### src/rtl/riscboy_ppu_mem_arbiter_pkg.sv
// Shared definitions for the PPU memory arbiter: transfer size encodings
// and arbitration mode selectors.
package riscboy_ppu_mem_arbiter_pkg;

    // Transfer size as presented by the PPU address generators.
    // SIZE_RSVD is never expected and is only flagged in simulation.
    typedef enum logic [1:0] {
        SIZE_BYTE = 2'd0,
        SIZE_HALF = 2'd1,
        SIZE_WORD = 2'd2,
        SIZE_RSVD = 2'd3
    } size_e;

    // Arbitration policy selectors for the ARB_MODE parameter.
    localparam int ARB_MODE_FIXED = 0;
    localparam int ARB_MODE_RR    = 1;

endpackage

### src/rtl/riscboy_ppu_arb_rr.sv
// Rotating-priority one-hot arbiter. The search starts one position after
// the last requestor that was actually accepted, so a requestor that wins
// drops to lowest priority on the next arbitration. The pointer resets to
// N_REQ-1 so that requestor 0 has top priority after reset.
module riscboy_ppu_arb_rr #(
    parameter int N_REQ = 10
) (
    input  logic             clk,
    input  logic             rst_n,
    input  logic [N_REQ-1:0] req_i,
    input  logic             advance_i,
    output logic [N_REQ-1:0] grant_o
);

    localparam int W_IDX = (N_REQ > 1) ? $clog2(N_REQ) : 1;

    logic [W_IDX-1:0] last_q;
    logic [W_IDX-1:0] last_d;

    // Pick the first requestor at or after (last + 1), wrapping around.
    always_comb begin
        int  idx;
        logic found;
        grant_o = '0;
        last_d  = last_q;
        found   = 1'b0;
        idx     = 0;
        for (int i = 1; i <= N_REQ; i++) begin
            idx = (int'(last_q) + i) % N_REQ;
            if (!found && req_i[idx]) begin
                found        = 1'b1;
                grant_o[idx] = 1'b1;
                last_d       = W_IDX'(idx);
            end
        end
    end

    // The pointer only moves when the grant was really taken downstream.
    always_ff @(posedge clk or negedge rst_n) begin
        if (!rst_n) begin
            last_q <= W_IDX'(N_REQ - 1);
        end else if (advance_i) begin
            last_q <= last_d;
        end
    end

endmodule

### src/rtl/riscboy_ppu_mem_arbiter.sv
// PPU memory arbiter: funnels N_REQ address generators onto a single
// read-only memory port, then steers returned data back to whoever issued
// the matching address. Credit counts the issued-but-unreturned transfers,
// including the one sitting in the address pipestage, so all
// MAX_IN_FLIGHT slots of the return-mask FIFO can be used.
// Optional feature: define RISCBOY_PPU_ARB_PERF_EN to build the stall
// performance counter; otherwise perf_stall is tied to zero.
module riscboy_ppu_mem_arbiter
    import riscboy_ppu_mem_arbiter_pkg::*;
#(
    parameter int                N_REQ         = 10,
    parameter int                W_ADDR        = 18,
    parameter int                W_DATA        = 16,
    parameter logic [W_ADDR-1:0] ADDR_MASK     = {W_ADDR{1'b1}},
    parameter int                MAX_IN_FLIGHT = 5,
    parameter int                ARB_MODE      = 1,
    parameter int                PIPESTAGE_IN  = 1
) (
    input  logic                      clk,
    input  logic                      rst_n,
    input  logic                      ppu_running,
    input  logic [N_REQ-1:0]          req_aph_vld,
    output logic [N_REQ-1:0]          req_aph_rdy,
    input  logic [2*N_REQ-1:0]        req_aph_size,
    input  logic [W_ADDR*N_REQ-1:0]   req_aph_addr,
    output logic [N_REQ-1:0]          req_dph_vld,
    output logic [W_DATA*N_REQ-1:0]   req_dph_data,
    output logic [W_ADDR-1:0]         mem_addr,
    output logic [1:0]                mem_size,
    output logic                      mem_addr_vld,
    input  logic                      mem_addr_rdy,
    input  logic [W_DATA-1:0]         mem_rdata,
    input  logic                      mem_rdata_vld,
    input  logic                      perf_clr,
    output logic [31:0]               perf_stall
);

    localparam int W_PTR = (MAX_IN_FLIGHT > 1) ? $clog2(MAX_IN_FLIGHT) : 1;
    localparam int W_LVL = $clog2(MAX_IN_FLIGHT + 1);
    localparam logic [W_PTR-1:0] PTR_LAST = W_PTR'(MAX_IN_FLIGHT - 1);

    // Address pipestage
    logic [W_ADDR-1:0] addr_q, addr_d;
    logic [1:0]        size_q, size_d;
    logic [N_REQ-1:0]  mask_q, mask_d;
    logic              vld_q,  vld_d;

    // Return-mask FIFO
    logic [N_REQ-1:0]  fifo_q [MAX_IN_FLIGHT];
    logic [W_PTR-1:0]  wr_ptr_q, rd_ptr_q;
    logic [W_LVL-1:0]  level_q;
    logic              push, pop;

    // Arbitration
    logic [W_LVL:0]    in_flight;
    logic              issue_ok;
    logic [N_REQ-1:0]  eligible;
    logic [N_REQ-1:0]  grant;
    logic              update;
    logic [W_ADDR-1:0] sel_addr;
    logic [1:0]        sel_size;

    // Read data, optionally registered
    logic [W_DATA-1:0] rdata_s;
    logic              rvld_s;

    assign in_flight = {1'b0, level_q} + (W_LVL + 1)'(vld_q);
    // rst_n is folded in so accept strobes are zero as soon as reset asserts.
    assign issue_ok  = rst_n && ppu_running && (in_flight < (W_LVL + 1)'(MAX_IN_FLIGHT));
    assign eligible  = req_aph_vld & {N_REQ{issue_ok}};
    assign update    = vld_q ? mem_addr_rdy : (|eligible);

    assign req_aph_rdy  = grant & {N_REQ{update}};
    assign mem_addr     = addr_q;
    assign mem_size     = size_q;
    assign mem_addr_vld = vld_q;

    generate
        if (ARB_MODE == ARB_MODE_RR) begin : g_rr
            riscboy_ppu_arb_rr #(
                .N_REQ (N_REQ)
            ) u_arb_rr (
                .clk       (clk),
                .rst_n     (rst_n),
                .req_i     (eligible),
                .advance_i (|req_aph_rdy),
                .grant_o   (grant)
            );
        end else begin : g_fixed
            // Fixed priority: the lowest-numbered eligible requestor wins.
            always_comb begin
                logic found;
                grant = '0;
                found = 1'b0;
                for (int i = 0; i < N_REQ; i++) begin
                    if (!found && eligible[i]) begin
                        grant[i] = 1'b1;
                        found    = 1'b1;
                    end
                end
            end
        end
    endgenerate

    // One-hot mux of the winning requestor's address and size.
    always_comb begin
        sel_addr = '0;
        sel_size = '0;
        for (int i = 0; i < N_REQ; i++) begin
            if (grant[i]) begin
                sel_addr = sel_addr | req_aph_addr[i*W_ADDR +: W_ADDR];
                sel_size = sel_size | req_aph_size[2*i +: 2];
            end
        end
    end

    // Pipestage next state: reload only when empty or being accepted.
    always_comb begin
        addr_d = addr_q;
        size_d = size_q;
        mask_d = mask_q;
        vld_d  = vld_q;
        if (update) begin
            addr_d = sel_addr & ADDR_MASK;
            size_d = sel_size;
            mask_d = grant;
            vld_d  = |grant;
        end
    end

    // Pipestage register.
    always_ff @(posedge clk or negedge rst_n) begin
        if (!rst_n) begin
            addr_q <= '0;
            size_q <= '0;
            mask_q <= '0;
            vld_q  <= 1'b0;
        end else begin
            addr_q <= addr_d;
            size_q <= size_d;
            mask_q <= mask_d;
            vld_q  <= vld_d;
        end
    end

    generate
        if (PIPESTAGE_IN != 0) begin : g_rpipe
            logic [W_DATA-1:0] rdata_q;
            logic              rvld_q;
            // Register returned data to break the path from the bus fabric.
            always_ff @(posedge clk or negedge rst_n) begin
                if (!rst_n) begin
                    rdata_q <= '0;
                    rvld_q  <= 1'b0;
                end else begin
                    rvld_q <= mem_rdata_vld;
                    if (mem_rdata_vld) begin
                        rdata_q <= mem_rdata;
                    end
                end
            end
            assign rdata_s = rdata_q;
            assign rvld_s  = rvld_q;
        end else begin : g_rcomb
            assign rdata_s = mem_rdata;
            assign rvld_s  = mem_rdata_vld;
        end
    endgenerate

    assign push = vld_q && mem_addr_rdy;
    // Data arriving with nothing outstanding is discarded.
    assign pop  = rvld_s && (level_q != '0);

    assign req_dph_vld  = pop ? fifo_q[rd_ptr_q] : '0;
    assign req_dph_data = {N_REQ{rdata_s}};

    // FIFO storage; contents are only meaningful below the level count.
    always_ff @(posedge clk) begin
        if (push) begin
            fifo_q[wr_ptr_q] <= mask_q;
        end
    end

    // FIFO pointers and level.
    always_ff @(posedge clk or negedge rst_n) begin
        if (!rst_n) begin
            wr_ptr_q <= '0;
            rd_ptr_q <= '0;
            level_q  <= '0;
        end else begin
            if (push) begin
                wr_ptr_q <= (wr_ptr_q == PTR_LAST) ? '0 : wr_ptr_q + W_PTR'(1);
            end
            if (pop) begin
                rd_ptr_q <= (rd_ptr_q == PTR_LAST) ? '0 : rd_ptr_q + W_PTR'(1);
            end
            case ({push, pop})
                2'b10:   level_q <= level_q + W_LVL'(1);
                2'b01:   level_q <= level_q - W_LVL'(1);
                default: level_q <= level_q;
            endcase
        end
    end

`ifdef RISCBOY_PPU_ARB_PERF_EN
    logic [31:0] perf_q;

    // Count cycles where someone wants the bus but nobody is accepted.
    always_ff @(posedge clk or negedge rst_n) begin
        if (!rst_n) begin
            perf_q <= '0;
        end else if (perf_clr) begin
            perf_q <= '0;
        end else if ((|req_aph_vld) && !(|req_aph_rdy) && (perf_q != '1)) begin
            perf_q <= perf_q + 32'd1;
        end
    end

    assign perf_stall = perf_q;
`else
    logic unused_perf_clr;
    assign unused_perf_clr = perf_clr;
    assign perf_stall      = '0;
`endif

    // Read data with nothing outstanding means the memory side misbehaved.
    assert property (@(posedge clk) disable iff (!rst_n) !(rvld_s && (level_q == '0)));

    // The reserved size code is passed through but should never be issued.
    assert property (@(posedge clk) disable iff (!rst_n) !(vld_q && (size_q == SIZE_RSVD)));

endmodule
### config.mk
export PLATFORM = sky130hd
export DESIGN_NAME = riscboy_ppu_mem_arbiter
export DESIGN_NICKNAME = d
export VERILOG_FILES = /design/src/rtl/riscboy_ppu_mem_arbiter_pkg.sv /design/src/rtl/riscboy_ppu_arb_rr.sv /design/src/rtl/riscboy_ppu_mem_arbiter.sv
export SDC_FILE = /design/constraint.sdc
export NUM_CORES = 1
export LEC_CHECK = 0
export BUFFER_PORTS_ARGS = -buffer_cell sky130_fd_sc_hd__buf_2
export CELL_PAD_IN_SITES_DETAIL_PLACEMENT = 0
export CELL_PAD_IN_SITES_GLOBAL_PLACEMENT = 1
export CORE_MARGIN = 3
export CORE_UTILIZATION = 30
export CTS_CLUSTER_DIAMETER = 100
export DETAILED_ROUTE_END_ITERATION = 6
export GPL_TIMING_DRIVEN = 0
export PLACE_DENSITY_LB_ADDON = 0.1
export SLEW_MARGIN = 25
export SYNTH_ARGS = -nofsm -noshare
export SYNTH_HDL_FRONTEND = slang
export SYNTH_SLANG_ARGS = --single-unit
export TNS_END_PERCENT = 20
### constraint.sdc
create_clock -name clk -period 6.65 [get_ports clk]
set_input_delay 0 -clock clk [delete_from_list [all_inputs] [get_ports clk]]
set_output_delay 0 -clock clk [all_outputs]
set_load 0.1 [all_outputs]
* After elaboration in Yosys (flattened, before gate mapping)
Memory sizes are Yosys's and may differ from the RTL's. Cells that the tools add are included. Widths: inputs -> output; s select.
Cells by class: add/subtract/negate cells 15, divide/modulo/power cells 10, $lt $le $gt $ge 21, equality and inequality tests 4, muxes and demuxes 106, bitwise logic cells 29, reductions and logical operators 39
Operators with widths (number):
- $ge 32x1->1 const B | 10
- $lt 32x6->1 const B | 10
- $mod 32x5->32 const B | 10
- $mux 18 | 10
- $or 18x18->18 | 9
- $mux 10 | 11
- $or 10x10->10 | 9
- $mux 1 | 42
- $bmux 1 s4 | 10
- $demux 1 s4 | 10
- $mux 4 | 10
- $reduce_or 10->1 | 3
- $logic_and 1x1->1 | 23
- $add 4x3->5 const B | 4
- $and 10x10->10 | 2
- $mux 2 | 10
- $or 2x2->2 | 9
- $add 4x4->5 const B | 3
- $add 4x2->5 const B | 2
- $reduce_bool 10->1 | 1
- $add 3x1->3 const B | 3
- $logic_not 1->1 | 9
- $eq 3x3->1 const B | 2
- $mux 3 | 2
- other kinds (10) | 10
Storage, ports and cells: bits in registers 61, bits in writable memories 50, logic and storage cells 235, memories 1
Memories:
- fifo_q | words 5, bits a word 10, rd ports 1, clocked after Yosys merged registers in 0, write ports 1, RTL line riscboy_ppu_mem_arbiter.sv:49 | logic [N_REQ-1:0] fifo_q [MAX_IN_FLIGHT];

* Logic depth before layout (Yosys ltp)
word-level depth 54, depth in mapped cells 34, depth with buffers taken out 21

* Cells and area by module
From an unflattened synthesis, not the netlist that was laid out.
Second synthesis, totals: cells, all modules 1491, area total of the unflattened synthesis 12878.6 sq um
Modules (own cells, without submodules):
- riscboy_ppu_mem_arbiter | instances 1, cells each 602, area each 6765.2 sq um, seq. area each 2927.8 sq um
- riscboy_ppu_arb_rr | instances 1, cells each 889, area each 6113.4 sq um, seq. area each 102.6 sq um

* Least setup slack after synthesis
Ideal clock, no wire load.
path kind reg-to-reg, start point reg g_rr.u_arb_rr.last_q[1], end point reg mask_q[2], library setup time 0.068 ns, arrival time 7.330 ns, data required time 6.582 ns, path slack -0.748 ns, stages on the path, launching flop included 26, path through dfrtp_1 -> clkbuf_1 -> clkbuf_1 -> inv_1 -> clkbuf_1 -> clkbuf_1 -> ha_1 -> buf_1 -> clkbuf_1 -> buf_1 -> nand2_1 -> ha_1 -> nor2b_1 -> a31oi_1 -> a31o_2 -> and4_1 -> o311a_1 -> a221o_1 -> a21o_1 -> nor4_4 -> nand2_2 -> or3b_1 -> a32oi_2 -> buf_2 -> and2_1 -> a21o_1
Between the ends: word-level cells in the longest chain between the ends 33
Ends and longest elaborated chain:
- start, declared | RTL line riscboy_ppu_arb_rr.sv:17 | logic [W_IDX-1:0] last_q;
- start signal, assigned | RTL line riscboy_ppu_arb_rr.sv:41 | last_q <= W_IDX'(N_REQ - 1);
- start signal, assigned | RTL line riscboy_ppu_arb_rr.sv:43 | last_q <= last_d;
- parallel branches: the longest is 32 deep, another holds $mod 32x5->32
- $mux 10 (*) | RTL line riscboy_ppu_arb_rr.sv:30 | if (!found && req_i[idx]) begin
- end signal, assigned | RTL line riscboy_ppu_mem_arbiter.sv:141 | mask_q <= mask_d;
- end, declared | RTL line riscboy_ppu_mem_arbiter.sv:45 | logic [N_REQ-1:0] mask_q, mask_d;
Every way passes the cells marked *. The select of a mux whose other input is x is not followed. A chain may end at the register's enable or synchronous reset.

* Worst setup path in the final report
start point reg g_rr.u_arb_rr.last_q[0], end point reg addr_q[6], in the netlist mem_addr[6]
Between the ends: word-level cells in the longest chain between the ends 52
Ends and longest elaborated chain:
- parallel branches: the longest is 32 deep, another holds $mod 32x5->32
- $mux 10 (*) | RTL line riscboy_ppu_arb_rr.sv:30
- $mux 18 | RTL line riscboy_ppu_mem_arbiter.sv:110 | if (grant[i]) begin
- $or 18x18->18 | RTL line riscboy_ppu_mem_arbiter.sv:111 | sel_addr = sel_addr | req_aph_addr[i*W_ADDR +: W_ADDR];
- $mux 18 | RTL line riscboy_ppu_mem_arbiter.sv:110
- $or 18x18->18 | RTL line riscboy_ppu_mem_arbiter.sv:111
- $mux 18 | RTL line riscboy_ppu_mem_arbiter.sv:110
- $or 18x18->18 | RTL line riscboy_ppu_mem_arbiter.sv:111
- (+5 left out)
- $or 18x18->18 | RTL line riscboy_ppu_mem_arbiter.sv:111
- $mux 18 | RTL line riscboy_ppu_mem_arbiter.sv:110
- $or 18x18->18 | RTL line riscboy_ppu_mem_arbiter.sv:111
- $mux 18 | RTL line riscboy_ppu_mem_arbiter.sv:110
- $or 18x18->18 | RTL line riscboy_ppu_mem_arbiter.sv:111
- $mux 18 | RTL line riscboy_ppu_mem_arbiter.sv:110
- $or 18x18->18 | RTL line riscboy_ppu_mem_arbiter.sv:111
- $mux 18 (*) | RTL line riscboy_ppu_mem_arbiter.sv:110
- end signal, assigned | RTL line riscboy_ppu_mem_arbiter.sv:139 | addr_q <= addr_d;
- end, declared | RTL line riscboy_ppu_mem_arbiter.sv:43 | logic [W_ADDR-1:0] addr_q, addr_d;
Marks and branches as above.

==> impl_metrics.env <==
export IMPL_first_global_vias=15561
export IMPL_regArea_sq_um=3040
export IMPL_grtUsageTotal_pct=28.0
export IMPL_max_clock_freq_mhz=154
export IMPL_avgSynthCellArea_sq_um=8.30
export IMPL_clk_pin_slew_ns=0.10
export IMPL_worstHoldEndpoint="mem_addr[2]"
export IMPL_fillers=4582
export IMPL_gp_congestion=0.936
export IMPL_dieArea_sq_um=48600
export IMPL_grt_pass1_wl_um=102000
export IMPL_arrival_ns=6.76
export IMPL_fin_skew_ns=0.0187
export IMPL_antenna_found_initial=3
export IMPL_grt_overflow=0
export IMPL_vias=16490
export IMPL_worstPathRequired_ns=6.91
export IMPL_clockBufferDepth=2
export IMPL_setup_viol=0
export IMPL_cts_sinks=111
export IMPL_place_hpwl_um=57100
export IMPL_setup_worst_path_class="reg -> reg"
export IMPL_r2r_end="mem_addr[6]"
export IMPL_drtIter0Drc=1501
export IMPL_ys_ff_latch=111
export IMPL_hold_slack_ns=-0.000519
export IMPL_numCtsBuffers=9
export IMPL_hp_class="in -> reg"
export IMPL_cpMostUsedCell="buf_12"
export IMPL_min_from="req_aph_addr[128]"
export IMPL_yosys_area_top_type="edfxtp_1"
export IMPL_synth_ff_type="dfrtp_1"
export IMPL_htreeDepth=3
export IMPL_r2r_start="g_rr.u_arb_rr.last_q[0]"
export IMPL_synth_distinct_cells=108
export IMPL_slew_limit_headroom_pct=32.1
export IMPL_timing_reg2reg_setup_slack_ns=0.15
export IMPL_yosys_area_top_type_share_pct=10.9
export IMPL_report_final_slew_viol_count=0
export IMPL_placementRows=77
export IMPL_synth_cells=1664
export IMPL_die_w_um=221
export IMPL_violations="negative hold slack"
export IMPL_ios=465
export IMPL_worst_slew_pin_slew_ns=1.01
export IMPL_rsz0062_at_grt="yes"
export IMPL_critical_path_slowest_cell="a222oi_1"
export IMPL_clock_latency_ns=0.38
export IMPL_routed_wl_um=72400
export IMPL_final_common_cell="buf_2"
export IMPL_cts_tree="done"
export IMPL_outcome="complete, but fails checks"
export IMPL_coreArea_sq_um=44800
export IMPL_cts_root_buf="clkbuf_16"
export IMPL_initial_core_util_pct=30.8
export IMPL_netlist_area_sq_um=13800
export IMPL_area_growth_pct=43.5
export IMPL_drive_above_1_share_pct=44.1
export IMPL_period_share_pct=97.7
export IMPL_reg2regPathDepth=27
export IMPL_fin_nets=2572
export IMPL_portBuffers=431
export IMPL_yosysWarnings=0
export IMPL_finalSetupTns_ns=0
export IMPL_antenna_left=0
export IMPL_drc=0
export IMPL_cp_max_fo=11
export IMPL_seq_area_frac_synth_pct=22.0
export IMPL_dr_pass1_iters=7
export IMPL_hold_viol_final=1
export IMPL_critPathMaxStageDelay_ns=0.61
export IMPL_grt_max_degree=43
export IMPL_wl_per_cell_um=25.1
export IMPL_hold_depth=3
export IMPL_multi_input_area_sq_um=9850
export IMPL_end_kind="flip-flop"
export IMPL_synth_edf_count=50
export IMPL_maxCapViolations=0
export IMPL_yosys_top_cells_area="edfxtp_1, dfrtp_1, buf_4"
export IMPL_die_h_um=221
export IMPL_final_util_pct=44.2
export IMPL_async_flop_share_pct=55.0
export IMPL_viasPerCell=5.72
export IMPL_mostFrequentLayoutCells="buf_2, buf_4, nor2_1, nand2_1, a21oi_1"
export IMPL_period_needed_ns=6.50
export IMPL_worstSetupStartpointType="flip-flop"
-- layout make-up --
cell class	instances	share of cell area, %
Multi-Input combinational cell	1262	49.7
Buffer	275	10.5
Clock inverter	7	0.499
Timing Repair Buffer	587	18.2
Sequential cell	111	15.3
Tap cell	592	3.74
Clock buffer	9	1.14
Antenna cell	1	0.0126
Inverter	41	0.821
-- flip-flops by register name (all words and copies together) (netlist names) --
register and cells:
mem_size 2, mem_addr_vld 1, g_rpipe.rvld_q 1, g_rpipe.rdata_q 16, fifo_q 50, level_q 3, mask_q 10, mem_addr 18
rd_ptr_q 3, g_rr.u_arb_rr.last_q 4, wr_ptr_q 3
-- kinds of logic after synthesis --
logic type / Yosys count / synth area share [%]
buf+inv: 322 / 14.2
compound gates: 519 / 28.6
other cells: 1 / 0.0272
simple gates: 537 / 20.2
xor+xnor: 32 / 2.14
flops: 111 / 22.0
mux: 86 / 7.82
fa+ha+maj: 56 / 5.08
-- worst max path at each step --
stage                                        from                 endpoint  slack [ns]  cells past startpoint
after floorplan           g_rr.u_arb_rr.last_q[0]              mem_addr[4]       -0.17                     29
after global placement    g_rr.u_arb_rr.last_q[1]           req_aph_rdy[0]       -3.44                     26
after detailed placement  g_rr.u_arb_rr.last_q[1]           req_aph_rdy[0]       -3.34                     26
after CTS                 g_rr.u_arb_rr.last_q[0]  g_rr.u_arb_rr.last_q[2]      0.0007                     30
after global routing      g_rr.u_arb_rr.last_q[0]           req_aph_rdy[4]       -0.03                     29
final                     g_rr.u_arb_rr.last_q[0]              mem_addr[6]        0.15                     27
-- worst max-delay path: cells and delay by family (launching register included) --
| family | cells | cell delay [ns] |
|---|---|---|
| AOI/OAI and AO/OA | 9 | 2.13 |
| adders and majority gates | 1 | 0.40 |
| buffers and inverters | 12 | 2.19 |
| DFF | 1 | 0.57 |
| and+or+nand+nor | 5 | 1.05 |
-- stage by stage --
| step | area (sq um) | cells | setup slack (ns) |
|---|---|---|---|
| 4_1_cts | 19200 | 2858 | 0.000660 |
| 5_1_grt | 19800 | 2885 | -0.0260 |
| 6_report | 19800 | 2885 | 0.150 |
| 3_5_place_dp | 16900 | 2726 | -3.34 |
| 2_1_floorplan | 13900 | 1695 | -0.171 |
| 3_3_place_gp | 16800 | 2718 | -3.44 |
-- layer usage --
metal / GRT usage [%] / part of all wire, % / wire [um] / vias up
met2: 45.8 / 46 / 33500 / 793
met5: 0 / 0.037 / 27 / -
met3: 4.09 / 7.8 / 5680 / 88
met1: 39.0 / 43 / 31400 / 8111
li1: - / - / - / 7494
met4: 7.06 / 2.5 / 1810 / 4
-- Yosys cell counts (all sizes together), types with 23 or more instances --
master and instances:
nor3 32, and2 23, dfrtp 59, mux2 35, nor4 26, o21ai 73
buf 228, a222oi 31, o211ai 23, a221oi 26, edfxtp 50, clkbuf 53
ha 52, inv 41, xnor2 23, nand4 33, nand3 60, nor2 132
mux2i 37, a21oi 78, a211oi 25, nand2 103
-- what timing repair did --
action / 4_1_cts / 5_1_grt
hold buffers: 68 / 0
gates resized for setup: 227 / 83
endpoints found under the hold margin: 94 / 0
setup buffers: 51 / 29
pin swaps: 32 / 29
setup endpoints to repair: 45 / 36
Power is left out: the tool's default activity adds up to more than one toggle a clock period on the data nets, which glitch-free logic cannot reach.
